**config.mk**
```make
export PLATFORM = sky130hd
export DESIGN_NAME = difetto_bsr_driver_flat
export DESIGN_NICKNAME = d
export VERILOG_FILES = /design/src/rtl/difetto_bsr_driver_if.sv /design/src/rtl/difetto_bsr_driver.sv /design/src/flat_wrapper.sv
export SDC_FILE = /design/constraint.sdc
export NUM_CORES = 1
export LEC_CHECK = 0
export BUFFER_PORTS_ARGS = -buffer_cell sky130_fd_sc_hd__buf_2
export CORE_ASPECT_RATIO = 1.4
export CORE_MARGIN = 2
export CORE_UTILIZATION = 40
export DETAILED_ROUTE_END_ITERATION = 8
export GPL_ROUTABILITY_DRIVEN = 1
export HOLD_SLACK_MARGIN = 0.12
export PLACE_DENSITY = 0.71
export RECOVER_POWER = 50
export SYNTH_ARGS = -nofsm -noshare
export SYNTH_HDL_FRONTEND = slang
export SYNTH_SLANG_ARGS = --single-unit
```
**constraint.sdc**
```tcl
create_clock -name clk_i -period 2.59 [get_ports clk_i]
set_input_delay 0.6475 -clock clk_i [delete_from_list [all_inputs] [get_ports clk_i]]
set_output_delay 0.6475 -clock clk_i [all_outputs]
set_load 0.02 [all_outputs]
```
**src/rtl/difetto_bsr_driver_if.sv**
```systemverilog
// Host/chain signal bundle for difetto_bsr_driver.
// The slave modport is the driver's view; master is the host/chain side.
interface difetto_bsr_driver_if #(
    parameter int unsigned WORD_W = 32,
    parameter int unsigned LEN_W  = 16
);
    logic              cmd_valid;
    logic              cmd_ready;
    logic [1:0]        cmd_op;
    logic [LEN_W-1:0]  cmd_len;
    logic              wdata_valid;
    logic              wdata_ready;
    logic [WORD_W-1:0] wdata;
    logic              rdata_valid;
    logic              rdata_ready;
    logic [WORD_W-1:0] rdata;
    logic              rdata_last;
    logic              scan_en;
    logic              scan_si;
    logic              scan_so;
    logic              capture_en;
    logic              update_en;
    logic              busy;

    modport slave (
        input  cmd_valid, cmd_op, cmd_len, wdata_valid, wdata, rdata_ready, scan_so,
        output cmd_ready, wdata_ready, rdata_valid, rdata, rdata_last,
        output scan_en, scan_si, capture_en, update_en, busy
    );

    modport master (
        output cmd_valid, cmd_op, cmd_len, wdata_valid, wdata, rdata_ready, scan_so,
        input  cmd_ready, wdata_ready, rdata_valid, rdata, rdata_last,
        input  scan_en, scan_si, capture_en, update_en, busy
    );
endinterface

```
**src/rtl/difetto_bsr_driver.sv**
```systemverilog
// Boundary-scan chain driver: CAPTURE/UPDATE strobes and SHIFT commands that
// serialise host words onto the chain and collect the chain output as read words.
module difetto_bsr_driver #(
    parameter int unsigned WORD_W = 32,
    parameter int unsigned LEN_W  = 16
) (
    input logic                 clk_i,
    input logic                 rst_ni,
    difetto_bsr_driver_if.slave bus
);
    localparam int unsigned CntW = $clog2(WORD_W + 1);

    typedef enum logic [2:0] {StIdle, StCap, StUpd, StLoad, StShift, StEmit} state_e;

    state_e            state_q;
    logic [WORD_W-1:0] shift_q;
    logic [WORD_W-1:0] rd_q;
    logic [WORD_W-1:0] shift_nxt;
    logic [LEN_W-1:0]  rem_q;
    logic [CntW-1:0]   bit_idx_q;
    logic [CntW-1:0]   word_bits_q;
    logic              cmd_ready_q;
    logic              wdata_ready_q;
    logic              rdata_valid_q;
    logic              rdata_last_q;
    logic              scan_en_q;
    logic              scan_si_q;
    logic              capture_en_q;
    logic              update_en_q;
    logic              busy_q;
    logic              bit_last;

    assign shift_nxt = shift_q >> 1;
    assign bit_last  = (bit_idx_q + CntW'(1)) == word_bits_q;

    always_ff @(posedge clk_i or negedge rst_ni) begin
        if (!rst_ni) begin
            state_q       <= StIdle;
            shift_q       <= '0;
            rd_q          <= '0;
            rem_q         <= '0;
            bit_idx_q     <= '0;
            word_bits_q   <= '0;
            cmd_ready_q   <= 1'b0;
            wdata_ready_q <= 1'b0;
            rdata_valid_q <= 1'b0;
            rdata_last_q  <= 1'b0;
            scan_en_q     <= 1'b0;
            scan_si_q     <= 1'b0;
            capture_en_q  <= 1'b0;
            update_en_q   <= 1'b0;
            busy_q        <= 1'b0;
        end else begin
            unique case (state_q)
                StIdle: begin
                    cmd_ready_q <= 1'b1;
                    if (bus.cmd_valid && cmd_ready_q) begin
                        rem_q <= bus.cmd_len;
                        case (bus.cmd_op)
                            2'b00: begin
                                state_q      <= StCap;
                                capture_en_q <= 1'b1;
                                cmd_ready_q  <= 1'b0;
                                busy_q       <= 1'b1;
                            end
                            2'b01: begin
                                state_q     <= StUpd;
                                update_en_q <= 1'b1;
                                cmd_ready_q <= 1'b0;
                                busy_q      <= 1'b1;
                            end
                            2'b10: begin
                                // Zero-length SHIFT is a no-op and leaves us in idle.
                                if (bus.cmd_len != '0) begin
                                    state_q       <= StLoad;
                                    wdata_ready_q <= 1'b1;
                                    cmd_ready_q   <= 1'b0;
                                    busy_q        <= 1'b1;
                                end
                            end
                            default: ;
                        endcase
                    end
                end
                StCap, StUpd: begin
                    state_q      <= StIdle;
                    capture_en_q <= 1'b0;
                    update_en_q  <= 1'b0;
                    cmd_ready_q  <= 1'b1;
                    busy_q       <= 1'b0;
                end
                StLoad: begin
                    if (bus.wdata_valid && wdata_ready_q) begin
                        state_q       <= StShift;
                        shift_q       <= bus.wdata;
                        rd_q          <= '0;
                        bit_idx_q     <= '0;
                        word_bits_q   <= (32'(rem_q) >= WORD_W) ? CntW'(WORD_W) : CntW'(rem_q);
                        wdata_ready_q <= 1'b0;
                        scan_en_q     <= 1'b1;
                        scan_si_q     <= bus.wdata[0];
                    end
                end
                StShift: begin
                    rd_q      <= rd_q | (WORD_W'(bus.scan_so) << bit_idx_q);
                    shift_q   <= shift_nxt;
                    bit_idx_q <= bit_idx_q + CntW'(1);
                    if (rem_q != '0) begin
                        rem_q <= rem_q - LEN_W'(1);
                    end
                    if (bit_last) begin
                        state_q       <= StEmit;
                        scan_en_q     <= 1'b0;
                        scan_si_q     <= 1'b0;
                        rdata_valid_q <= 1'b1;
                        rdata_last_q  <= (rem_q == LEN_W'(1));
                    end else begin
                        scan_si_q <= shift_nxt[0];
                    end
                end
                StEmit: begin
                    if (bus.rdata_ready) begin
                        rdata_valid_q <= 1'b0;
                        rdata_last_q  <= 1'b0;
                        if (rem_q != '0) begin
                            state_q       <= StLoad;
                            wdata_ready_q <= 1'b1;
                        end else begin
                            state_q     <= StIdle;
                            cmd_ready_q <= 1'b1;
                            busy_q      <= 1'b0;
                        end
                    end
                end
                default: state_q <= StIdle;
            endcase
        end
    end

    assign bus.cmd_ready   = cmd_ready_q;
    assign bus.wdata_ready = wdata_ready_q;
    assign bus.rdata_valid = rdata_valid_q;
    assign bus.rdata       = rd_q;
    assign bus.rdata_last  = rdata_last_q;
    assign bus.scan_en     = scan_en_q;
    assign bus.scan_si     = scan_si_q;
    assign bus.capture_en  = capture_en_q;
    assign bus.update_en   = update_en_q;
    assign bus.busy        = busy_q;
endmodule

```
**src/flat_wrapper.sv**
```systemverilog
// flat-port wrapper written by rule: the top's interface ports become plain ports
module difetto_bsr_driver_flat 
#(
    parameter int unsigned WORD_W = 32,
    parameter int unsigned LEN_W  = 16
)
  (clk_i, rst_ni, bus_cmd_valid, bus_cmd_op, bus_cmd_len, bus_wdata_valid, bus_wdata, bus_rdata_ready, bus_scan_so, bus_cmd_ready, bus_wdata_ready, bus_rdata_valid, bus_rdata, bus_rdata_last, bus_scan_en, bus_scan_si, bus_capture_en, bus_update_en, bus_busy);
  difetto_bsr_driver_if #(.WORD_W(WORD_W), .LEN_W(LEN_W)) bus_i ();
  input logic clk_i;
  input logic rst_ni;
  input wire logic [$bits(bus_i.cmd_valid)-1:0] bus_cmd_valid;
  input wire logic [$bits(bus_i.cmd_op)-1:0] bus_cmd_op;
  input wire logic [$bits(bus_i.cmd_len)-1:0] bus_cmd_len;
  input wire logic [$bits(bus_i.wdata_valid)-1:0] bus_wdata_valid;
  input wire logic [$bits(bus_i.wdata)-1:0] bus_wdata;
  input wire logic [$bits(bus_i.rdata_ready)-1:0] bus_rdata_ready;
  input wire logic [$bits(bus_i.scan_so)-1:0] bus_scan_so;
  output wire logic [$bits(bus_i.cmd_ready)-1:0] bus_cmd_ready;
  output wire logic [$bits(bus_i.wdata_ready)-1:0] bus_wdata_ready;
  output wire logic [$bits(bus_i.rdata_valid)-1:0] bus_rdata_valid;
  output wire logic [$bits(bus_i.rdata)-1:0] bus_rdata;
  output wire logic [$bits(bus_i.rdata_last)-1:0] bus_rdata_last;
  output wire logic [$bits(bus_i.scan_en)-1:0] bus_scan_en;
  output wire logic [$bits(bus_i.scan_si)-1:0] bus_scan_si;
  output wire logic [$bits(bus_i.capture_en)-1:0] bus_capture_en;
  output wire logic [$bits(bus_i.update_en)-1:0] bus_update_en;
  output wire logic [$bits(bus_i.busy)-1:0] bus_busy;
  assign bus_i.cmd_valid = bus_cmd_valid;
  assign bus_i.cmd_op = bus_cmd_op;
  assign bus_i.cmd_len = bus_cmd_len;
  assign bus_i.wdata_valid = bus_wdata_valid;
  assign bus_i.wdata = bus_wdata;
  assign bus_i.rdata_ready = bus_rdata_ready;
  assign bus_i.scan_so = bus_scan_so;
  assign bus_cmd_ready = bus_i.cmd_ready;
  assign bus_wdata_ready = bus_i.wdata_ready;
  assign bus_rdata_valid = bus_i.rdata_valid;
  assign bus_rdata = bus_i.rdata;
  assign bus_rdata_last = bus_i.rdata_last;
  assign bus_scan_en = bus_i.scan_en;
  assign bus_scan_si = bus_i.scan_si;
  assign bus_capture_en = bus_i.capture_en;
  assign bus_update_en = bus_i.update_en;
  assign bus_busy = bus_i.busy;
  difetto_bsr_driver #(.WORD_W(WORD_W), .LEN_W(LEN_W)) u_core (.clk_i(clk_i), .rst_ni(rst_ni), .bus(bus_i));
endmodule
```
==> results of run 1 <==
-- flip-flops by register name (all words and copies together), names as in the netlist --
name	cells
u_core.rem_q	16
u_core.bus.cmd_ready	1
u_core.bus.wdata_ready	1
u_core.word_bits_q	6
u_core.bus.busy	1
u_core.bit_idx_q	6
u_core.bus.scan_en	1
u_core.bus.update_en	1
u_core.bus.rdata_valid	1
u_core.bus.scan_si	1
u_core.bus.rdata	32
u_core.state_q	3
u_core.bus.rdata_last	1
u_core.bus.capture_en	1
u_core.shift_q	31
-- cell type report --
type / instances / area (um^2) / share of cell area [%]
well taps: 150 / 188 / 3.16
clock buffers: 10 / 229 / 3.86
repair buffers: 114 / 592 / 9.97
clock inverters: 6 / 46.3 / 0.780
flip-flops and latches: 103 / 2580 / 43.4
inverters: 17 / 63.8 / 1.07
multi-input cells: 372 / 2240 / 37.7
-- Yosys cell counts, drive strengths merged, types with 3 or more instances --
cell	n	share of area [%]
a22oi	3	0.45
a31oi	11	1.7
o22ai	37	4.6
inv	17	1.3
a22o	19	3.3
or3	3	0.37
and2	3	0.37
o211ai	3	0.45
a32o	9	1.8
a21oi	8	0.79
clkbuf	16	1.2
a2bb2oi	7	1.2
nor3	16	1.8
o2bb2ai	4	0.70
buf	20	2.2
nor2	83	6.2
and3	7	0.87
o221a	3	0.67
nor4	6	0.74
nand2b	5	0.62
o31ai	6	0.89
nand3	12	1.2
ha	8	2.0
xnor2	5	0.87
nand2	47	3.5
a21o	4	0.60
o21ai	30	3.0
dfrtp	103	51
xor2	5	0.87
nand4	3	0.37
-- tightest hold or removal path, delay by kind of cell, from the launching register on --
family	cells	cell delay [ps]
AO/OA/AOI/OAI	1	60
flip-flops	1	340
AND/OR/NAND/NOR	1	50
-- metrics by stage --
stage / setup slack, ps / hold slack, ps / power, mW / cell area, um^2 / instances
after global placement: 330 / 470 / 4.68 / 5700 / 756
after floorplan: 546 / 352 / 4.09 / 5040 / 528
final: 289 / 489 / 6.00 / 5940 / 772
after CTS: 280 / 392 / 6.05 / 5980 / 772
after detailed placement: 258 / 477 / 4.77 / 5700 / 756
after global routing: 121 / 502 / 6.43 / 5940 / 772
-- power groups by stage --
stage	Clock [mW]	Sequential (mW)	Combinational, mW
2_1_floorplan	0	2.62	1.47
3_3_place_gp	0	2.62	2.06
3_5_place_dp	0	2.65	2.13
4_1_cts	1.29	2.62	2.14
5_1_grt	1.36	2.70	2.36
6_report	1.27	2.63	2.10
-- layer usage --
layer / vias to the layer above / routed length, um
li1: 2122 / -
met4: 0 / 265
met5: - / 0
met3: 20 / 523
met1: 2179 / 5410
met2: 124 / 6490
-- placed cells by master (no fill, tap or decap), types with 3 or more instances in the layout --
master,instances
xor2_1,5
nand3_1,11
a21oi_1,8
nand2_1,47
or3_1,3
xnor2_1,5
clkbuf_16,9
o2bb2ai_1,4
a22o_1,19
a32o_1,9
ha_1,8
a2bb2oi_1,7
nor2_1,81
o22ai_1,37
a31oi_1,10
nand2b_1,5
nand4_1,3
o221a_2,3
a22oi_1,3
a21o_1,4
o211ai_1,3
inv_1,17
buf_2,77
and3_1,7
o21ai_0,29
clkbuf_1,20
dfrtp_1,103
buf_4,16
nor3_1,14
o31ai_1,6
nor4_1,6
-- how the worst min path moves through the flow --
stage / to / slack (ps) / cells after the start
floorplan: u_core.bit_idx_q[0] / 350 / 0
global placement: u_core.bus.rdata[18] / 470 / 2
detailed placement: u_core.bus.rdata[18] / 480 / 2
CTS: u_core.rem_q[8] / 390 / 2
global route: u_core.shift_q[31] / 500 / 3
finish: u_core.bus.rdata[18] / 490 / 2
-- logic make-up (layout without fill, tap and decap cells) --
logic type               Yosys count  in the layout  share of synthesized area (%)
multiplexers                       1              1                          0.199
AO/OA/AOI/OAI                    158            158                           22.5
buffers and inverters             53            147                           4.62
adder cells (fa/ha/maj)            8              8                           1.99
AND/OR/NAND/NOR                  195            195                           17.8
XOR/XNOR                          10             10                           1.74
flip-flops                       103            103                           51.1
==> flow_summary.ini, run 1 <==
[outcome]
status = finished clean

[cells_and_area]
num_antenna_cells = 0
utilization_pct = 48.2
final_nets = 681
fillers = 1176
area_delta_synth_final_pct = 17.8
drive_above_1_share_pct = 19.9

[logic_synthesis]
yosysWarnings = 0
ys_seq_area_share_pct = 51.1
synth_edf_count = 0
synth_nets = 592
syn_avg_cell_area_um2 = 9.55
ys_ff_latch = 103
synth_cell_type_count = 56
synthCells = 528
synth_ff_type = dfrtp_1
syn_area_um2 = 5040
async_flop_share_pct = 100

[setup_path]
cp-endpoint = u_core.shift_q[3]
r2r_end = u_core.shift_q[3]
required_ps = 2860
critPathBufInv = 2
cp.depth = 6
end_kind = flip-flop
critical_path.max_fanout = 33
critPathLaunchType = flip-flop
slowest_delay_ps = 690
crit_type = flip-flop to flip-flop
cpLargestDelayFamily = simple AND/OR/NAND/NOR gates
arrival_ps = 2570
rrSetupSlack_ps = 290
ff2ff_path_depth = 6
cpMaxStageDelayCell = or3b_2
crit_path_start = u_core.state_q[1]
r2r_start = u_core.state_q[1]
crit_chain = or3b_2 -> buf_4 -> o21ai_2 -> buf_4 -> nor2_1 -> nor2_1

[sta]
hold_viol_final = 0
worst_pin_slew_ps = 1420
slew_headroom_pct = 5.51
rsz0062_at_grt = no
slew_viol_final = 0
fin_skew_ps = 9.31
setup_violations = 0
period_needed_ps = 2300
finalCritPeriodShare_pct = 88.9
max_freq_ghz = 0.435
setup_tns_ps = 0

[floorplanning]
start_util_pct = 40.9
dieHeight_um = 137
io_pins = 97
design.core.area_um2 = 12300
dieWidth_um = 98.9
core.rowCount = 48
die_area_um2 = 13500

[clock_tree]
h-tree-depth = 3
cts_buffer_depth = 2
hold_buffers = 0
cts_root_buf = clkbuf_16
clkSinkCount = 103
cts-resized-gates = 0
tritoncts = yes
path_clk_slew_ps = 60
cts_buffers = 9
insertion_delay_ps = 350
post_cts.repair.setup_buffers = 0

[grt]
track_usage_pct = 19.3
grt_overflow = 0
global_route.usage.met3_pct = 3.32
grt_util_met1_pct = 25.1
grt_pass1_wl_mm = 21.1
grt.busiest_layer = met2
antenna_found_initial = 0
grt_pass1_vias = 4262
grt_start_max_net_pins = 104
grt_use_met2_pct = 32.4

[power_and_ir_drop]
pwr-share-seq_pct = 43.8
p_sw_mw = 2.36
p_comb_share_pct = 35.1
intPower_mw = 3.64
clkPwrFrac_pct = 21.1
peakVddDrop_mv = 0.513
powerDensity_nw_per_um2 = 1010
switching_share_pct = 39.3
p_leak_nw = 2.70

[placement]
place_congestion = 0.906
dpl.hpwl_mm = 8.96
io_buffers = 96

[route]
viasPerCell = 5.76
wl_per_cell_um = 16.4
route.vias.total = 4445
ant_nets = 0
drc_errors = 0
routed_wl_mm = 12.7
first_pass_iters = 4
drtIter0Drc = 242

[run]
drv_cap = 0

[hold_path]
worstHoldStart = u_core.bus.rdata[18]
hp-class = flip-flop to flip-flop
(Power assumes the default switching activity.)
==> inputs of run 2 (changes only) <==
Clock period 2.59 ns to 3 ns, I/O delays scaled along.
==> flow_summary.ini, run 2 (same netlist as run 1, synthesis figures left out) <==
[outcome]
status = finished clean

[power_and_ir_drop]
peakVddDrop_mv = 0.449
powerDensity_nw_per_um2 = 882
p_leak_nw = 2.68

[placement]
placed_cell_area_um2 = 5660
dpl.hpwl_mm = 9.21
io_buffers = 96
pre_cts_slack_ps = 566
place_congestion = 0.899

[floorplanning]
io_pins = 97
die_area_um2 = 13500
start_util_pct = 40.9
dieWidth_um = 98.9
design.core.area_um2 = 12300
core.rowCount = 48
dieHeight_um = 137

[clock_tree]
hold_buffers = 0
h-tree-depth = 3
insertion_delay_ps = 350
cts_buffers = 9
clkSinkCount = 103
post_cts.repair.setup_buffers = 0
path_clk_slew_ps = 70
cts_buffer_depth = 2
cts-resized-gates = 0
cts_root_buf = clkbuf_16
tritoncts = yes

[cells_and_area]
num_antenna_cells = 0
final_cell_mix = dfrtp_1, nor2_1, buf_2, nand2_1, o22ai_1
final_common_cell = dfrtp_1
final_nets = 675
fillers = 1215
largest_reg_flops = 32
design_area_um2 = 5900
register_area_um2 = 2580
drive_above_1_share_pct = 19.2
multi_input_area_um2 = 2240
area_delta_synth_final_pct = 17.0

[sta]
setup_tns_ps = 0
setup_violations = 0
slew_headroom_pct = 19.1
setup_ws_ps = 512
rsz0062_at_grt = no
period_needed_ps = 2490
slew_viol_final = 0
max_freq_ghz = 0.402
hold_viol_final = 0
holdWs_ps = 490
finalCritPeriodShare_pct = 82.9
fin_skew_ps = 14.7
worst_pin_slew_ps = 1210

[setup_path]
crit_chain = or3b_2 -> a31oi_4 -> nor2_2 -> o22a_1
slowest_delay_ps = 790
arrival_ps = 2720
cpLargestDelayFamily = simple AND/OR/NAND/NOR gates
required_ps = 3230
critPathBufInv = 0
cpMaxStageDelayCell = or3b_2
crit_type = flip-flop to flip-flop
end_kind = flip-flop
critPathLaunchType = flip-flop
critical_path.max_fanout = 26

[route]
routed_wl_mm = 12.8
highest_layer = met4
viasPerCell = 5.78
route.vias.total = 4426
drt-met1-wl_mm = 5.28
drc_errors = 0
drtIter0Drc = 311
wl_per_cell_um = 16.7
route.met3.wl_um = 727
met2_length_mm = 6.54
ant_nets = 0
first_pass_iters = 8

[grt]
grt_overflow = 0
grt_pass1_vias = 4356
grt_pass1_wl_mm = 21.5
grt_start_max_net_pins = 52
antenna_found_initial = 0
track_usage_pct = 19.6

[run]
drv_cap = 0

[hold_path]
hp-class = flip-flop to flip-flop
[run 2: metal layers]
layer / up-vias / track usage [%]
met3: 22 / 2.55
met4: 0 / 8.68
met2: 141 / 32.5
met1: 2157 / 25.7
li1: 2106 / -
met5: - / 0
[run 2: final timing paths]
kind                                 startpoint                   end  slack, ps  cells past startpoint
hold reg to reg            u_core.bus.rdata[30]  u_core.bus.rdata[30]        490                      2
setup reg to reg              u_core.state_q[2]      u_core.rem_q[13]        510                      4
max in group asynchronous                rst_ni     u_core.shift_q[3]        750                      2
hold / removal             u_core.bus.rdata[30]  u_core.bus.rdata[30]        490                      2
setup / recovery              u_core.state_q[2]      u_core.rem_q[13]        510                      4
min in group asynchronous                rst_ni       u_core.rem_q[2]        650                      1
[run 2: layout make-up]
class	count	area share [%]
clock buffer	9	3.82
clock inverter	7	1.06
inverter	17	1.08
multi-input combinational	372	38.0
sequential	103	43.7
tap	150	3.18
timing repair buffer	108	9.13
[run 2: power by group]
part / total, mW / internal [mW] / switching, mW / leakage, nW
clock: 1.13 / 0.581 / 0.553 / 0.139
sequential: 2.29 / 1.86 / 0.435 / 1.29
combinational: 1.77 / 0.692 / 1.08 / 1.25
[run 2: tightest hold or removal path, cell delays in order, from the launching register on]
cell and delay (ps):
dfrtp_1 340, nand2_1 50, o21ai_0 70
[run 2: stage by stage]
step	cells	utilization (%)	total power [mW]
6_report	766	47.9	5.20
5_1_grt	766	47.9	5.59
4_1_cts	766	48.3	5.26
3_5_place_dp	750	45.9	4.10
3_3_place_gp	750	45.9	4.01
2_1_floorplan	528	-	3.53
